<file path="src/rtl/divider_rr_scheduler.sv">
// Round-robin front end for a single shared divider core: arbitrates two requesters,
// runs the core Start/Done/Ack handshake, short-circuits divide-by-zero and times each job.
module divider_rr_scheduler #(
  parameter int W     = 4,
  parameter int LAT_W = 8
) (
  input  logic             board_clk,
  input  logic             Reset,
  input  logic             Req0,
  input  logic             Req1,
  input  logic [W-1:0]     X0,
  input  logic [W-1:0]     Y0,
  input  logic [W-1:0]     X1,
  input  logic [W-1:0]     Y1,
  output logic             Gnt0,
  output logic             Gnt1,
  output logic             Rsp0,
  output logic             Rsp1,
  output logic [W-1:0]     Q,
  output logic [W-1:0]     R,
  output logic             DivZero,
  output logic [LAT_W-1:0] Lat,
  output logic             Busy,
  output logic [W-1:0]     DivXin,
  output logic [W-1:0]     DivYin,
  output logic             DivStart,
  output logic             DivAck,
  input  logic             DivDone,
  input  logic [W-1:0]     DivQuo,
  input  logic [W-1:0]     DivRem
);

  typedef enum logic [1:0] {IDLE, ISSUE, WAIT, RESP} state_t;

  localparam logic [LAT_W-1:0] LAT_MAX = {LAT_W{1'b1}};

  state_t           state_reg, state_next;
  logic             gsel_reg, gsel_next;
  logic             zero_reg, zero_next;
  logic             favour_reg;   // requester that wins when both ask
  logic             grant;
  logic [W-1:0]     win_x, win_y;
  logic [W-1:0]     x_reg, y_reg;
  logic [W-1:0]     q_reg, r_reg;
  logic             dz_reg;
  logic [LAT_W-1:0] lat_reg;
  logic             gnt0_reg, gnt1_reg, busy_reg;

  always_comb begin
    state_next = state_reg;
    gsel_next  = gsel_reg;
    zero_next  = zero_reg;
    grant      = 1'b0;
    win_x      = X0;
    win_y      = Y0;
    case (state_reg)
      IDLE: begin
        if (Req0 || Req1) begin
          grant     = 1'b1;
          gsel_next = (Req0 && Req1) ? favour_reg : Req1;
          win_x     = gsel_next ? X1 : X0;
          win_y     = gsel_next ? Y1 : Y0;
          zero_next = (win_y == '0);
          state_next = zero_next ? RESP : ISSUE;
        end
      end
      ISSUE:   state_next = WAIT;
      WAIT:    if (DivDone) state_next = RESP;
      RESP:    state_next = IDLE;
      default: state_next = IDLE;
    endcase
  end

  always_ff @(posedge board_clk or posedge Reset) begin
    if (Reset) begin
      state_reg  <= IDLE;
      gsel_reg   <= 1'b0;
      zero_reg   <= 1'b0;
      favour_reg <= 1'b0;
      x_reg      <= '0;
      y_reg      <= '0;
      q_reg      <= '0;
      r_reg      <= '0;
      dz_reg     <= 1'b0;
      lat_reg    <= '0;
      gnt0_reg   <= 1'b0;
      gnt1_reg   <= 1'b0;
      busy_reg   <= 1'b0;
    end else begin
      state_reg <= state_next;
      gsel_reg  <= gsel_next;
      zero_reg  <= zero_next;
      // Gnt/Busy are registered copies of the next-state decode
      busy_reg  <= (state_next != IDLE);
      gnt0_reg  <= (state_next != IDLE) && !gsel_next;
      gnt1_reg  <= (state_next != IDLE) && gsel_next;
      if (grant) begin
        x_reg <= win_x;
        y_reg <= win_y;
      end
      if (grant && zero_next) begin
        q_reg   <= '1;
        r_reg   <= win_x;
        dz_reg  <= 1'b1;
        lat_reg <= '0;
      end
      if (state_reg == ISSUE) begin
        lat_reg <= '0;
      end else if (state_reg == WAIT) begin
        if (lat_reg != LAT_MAX) lat_reg <= lat_reg + LAT_W'(1);
        if (DivDone) begin
          q_reg  <= DivQuo;
          r_reg  <= DivRem;
          dz_reg <= 1'b0;
        end
      end
      if (state_reg == RESP) favour_reg <= ~gsel_reg;
    end
  end

  assign DivStart = (state_reg == ISSUE);
  assign DivAck   = (state_reg == RESP) && !zero_reg;
  assign Rsp0     = (state_reg == RESP) && !gsel_reg;
  assign Rsp1     = (state_reg == RESP) && gsel_reg;
  assign Gnt0     = gnt0_reg;
  assign Gnt1     = gnt1_reg;
  assign Busy     = busy_reg;
  assign Q        = q_reg;
  assign R        = r_reg;
  assign DivZero  = dz_reg;
  assign Lat      = lat_reg;
  assign DivXin   = x_reg;
  assign DivYin   = y_reg;

endmodule

</file>
<file path="config.mk">
export PLATFORM = sky130hd
export DESIGN_NAME = divider_rr_scheduler
export DESIGN_NICKNAME = d
export VERILOG_FILES = /design/src/rtl/divider_rr_scheduler.sv
export SDC_FILE = /design/constraint.sdc
export NUM_CORES = 1
export LEC_CHECK = 0
export CAP_MARGIN = 10
export CORE_MARGIN = 2
export CORE_UTILIZATION = 60
export DETAILED_ROUTE_END_ITERATION = 10
export DONT_BUFFER_PORTS = 1
export GPL_ROUTABILITY_DRIVEN = 0
export GPL_TIMING_DRIVEN = 0
export PLACE_DENSITY_LB_ADDON = 0.2
export SLEW_MARGIN = 25
export SYNTH_ARGS = -nofsm -noshare
export SYNTH_HDL_FRONTEND = slang
export SYNTH_SLANG_ARGS = --single-unit
</file>
<file path="constraint.sdc">
create_clock -name board_clk -period 2.6 [get_ports board_clk]
set_input_delay 0.78 -clock board_clk [delete_from_list [all_inputs] [get_ports board_clk]]
set_output_delay 0.78 -clock board_clk [all_outputs]
set_load 0.03 [all_outputs]
</file>
==> flow_metrics.env <==
export IMPL_fin_nets=242
export IMPL_core_um2=2980
export IMPL_cts_tree="yes"
export IMPL_cp_arrival_ps=2570
export IMPL_die_w_um=59.5
export IMPL_worstPathMaxFanout=10
export IMPL_synth_nets=235
export IMPL_cts_setup_buffers=0
export IMPL_ioPinCount=61
export IMPL_fillers=267
export IMPL_die_area_um2=3540
export IMPL_worst_slew_pin_slew_ps=677
export IMPL_synth_seq_cells=33
export IMPL_worst_r2r_path_depth=6
export IMPL_grt_max_degree=34
export IMPL_p_per_area_nw_per_um2=1190
export IMPL_synth_main_ff_cell="dfrtp_1"
export IMPL_synth_seq_area_share_pct=44.7
export IMPL_crit_required_ps=2830
export IMPL_cts_sinks=33
export IMPL_finalCriticalPeriod_ps=2340
export IMPL_detail_route_wl_per_cell_um=18.1
export IMPL_clkTransAtPathRegs_ps=100
export IMPL_dr_wl_met3_um=307
export IMPL_hold_path_class="primary input to async pin"
export IMPL_drv_cap=0
export IMPL_postSynthAreaPerCell_um2=9.23
export IMPL_period_share_pct=90.2
export IMPL_cts_made_buffers=5
export IMPL_first_global_vias=1501
export IMPL_cts_resized_gates=0
export IMPL_setup_viol=0
export IMPL_r2r_start="Lat[0]"
export IMPL_slew_limit_headroom_pct=54.8
export IMPL_met2_length_mm=2.25
export IMPL_dr_pass1_iters=4
export IMPL_num_vias=1571
export IMPL_ctsHoldBuffers=0
export IMPL_grt_overflow_total=0
export IMPL_m1WireLength_mm=1.70
export IMPL_dp_hpwl_mm=3.29
export IMPL_portBuffers=0
export IMPL_path_class="flop to flop"
export IMPL_clock_path_buffers=2
export IMPL_synth_cell_types=38
export IMPL_synth_warning_count=0
export IMPL_r2r_slack_ps=260
export IMPL_start_kind="flop"
export IMPL_mostFrequentLayoutCells="33 x dfrtp_1, 20 x nand2_1, 20 x o21ai_0"
export IMPL_outcome="finished clean"
export IMPL_syn_area_um2=1850
export IMPL_ir_worst_vdd_v=0.000632
export IMPL_root_buffer="clkbuf_4"
export IMPL_grt_usage_pct=26.2
export IMPL_drc=0
export IMPL_setup_worst_path_end_class="flop"
export IMPL_drt_wl_total_mm=4.33
export IMPL_clk_latency_ps=340
export IMPL_slew_viol_final=0
export IMPL_drive_gt1_share_pct=8.70
export IMPL_finClkSkew_ps=11.7
export IMPL_rows=20
export IMPL_fin_ws_ps=255
export IMPL_synthCells=200
export IMPL_top_layer="met4"
export IMPL_final_common_cell="dfrtp_1"
export IMPL_syn_to_final_growth_pct=5.22
export IMPL_synth_edff_count=0
export IMPL_leakage_nw=0.865
export IMPL_async_flop_share_pct=100
export IMPL_setup_tns_ps=0
export IMPL_antenna_found_initial=0
export IMPL_rsz0062_at_grt="false"
export IMPL_worstReg2RegEnd="Lat[7]"
export IMPL_hold_violations=0
export IMPL_preCtsSetupSlack_ps=331
export IMPL_fin_util_pct=65.2
export IMPL_ant_nets=0
export IMPL_largest_reg_flops=8
export IMPL_grt_pass1_wl_mm=6.92
export IMPL_htreeDepth=2
export IMPL_diodes=0
export IMPL_drtIter0Drc=66
export IMPL_dieHeight_um=59.5
export IMPL_clock_fmax_ghz=0.426
export IMPL_via_per_inst=6.55
export IMPL_initial_core_util_pct=62.0
export IMPL_critPathLaunch="Lat[0]"
-- Yosys cell counts, drive strengths merged (5+ instances only) --
| cell type | count | area, um^2 |
|---|---|---|
| dfrtp | 33 | 826 |
| nand2 | 20 | 75.1 |
| o21ai | 20 | 100 |
| nor2 | 15 | 56.3 |
| nand3 | 9 | 45.0 |
| a21oi | 8 | 51.3 |
| inv | 8 | 30.0 |
| clkbuf | 7 | 26.3 |
| a31o | 6 | 52.6 |
| ha | 6 | 75.1 |
| a31oi | 5 | 31.3 |
| and2 | 5 | 31.3 |
| and3 | 5 | 31.3 |
-- metal layers --
metal	vias to the layer above	global-route usage [%]
met3	8	7.86
met4	0	9.74
met2	56	44.3
met5	-	0
li1	741	-
met1	766	31.4
-- cell type report --
type | instances | area (um^2) | area share [%]
plain buffers | 11 | 52.6 | 2.71
inverters | 8 | 30.0 | 1.55
flip-flops and latches | 33 | 826 | 42.5
well taps | 33 | 41.3 | 2.13
clock buffers | 7 | 55.1 | 2.84
multi-input cells | 148 | 937 | 48.3
-- worst max-delay path by stage --
stage	depth (start not counted)	slack (ps)	endpoint
after floorplan	5	540	Lat[1]
after global placement	6	390	Lat[4]
after detailed placement	6	330	Lat[7]
after CTS	6	300	Lat[7]
after global routing	6	100	Lat[7]
final	6	260	Lat[7]
-- power breakdown --
part	switching, W	total, W	leakage [nW]	internal (W)
Clock	0.000171	0.000299	0.0314	0.000128
Sequential	0.000469	0.00117	0.403	0.000704
Combinational	0.000508	0.000840	0.431	0.000332
-- through the flow --
stage	hold WS (ps)	cell area, um^2	power (W)	cells
floorplan	445	1850	0.00182	200
global placement	455	1890	0.00197	233
detailed placement	464	1890	0.00202	233
CTS	436	1940	0.00231	240
global route	453	1940	0.00247	240
finish	403	1940	0.00231	240
-- worst max-delay path, stage by stage, from the launching register on --
cell     delay [ps]
dfrtp_1         630
ha_1            310
nand4_1         200
o21ai_0         470
buf_2           300
nand3_1         130
o32ai_1         190
-- cells by family (layout without fill, tap and decap cells) --
logic type      count (synthesis)  count (layout)  synth area share, %
fa+ha+maj                       6               6                 4.07
simple gates                   77              77                 21.8
xor+xnor                        2               2                0.949
buf+inv                        19              26                 4.47
flops                          33              33                 44.7
compound gates                 59              59                 21.8
mux                             4               4                 2.17
Note: power is estimated with default switching activity, not from simulation.
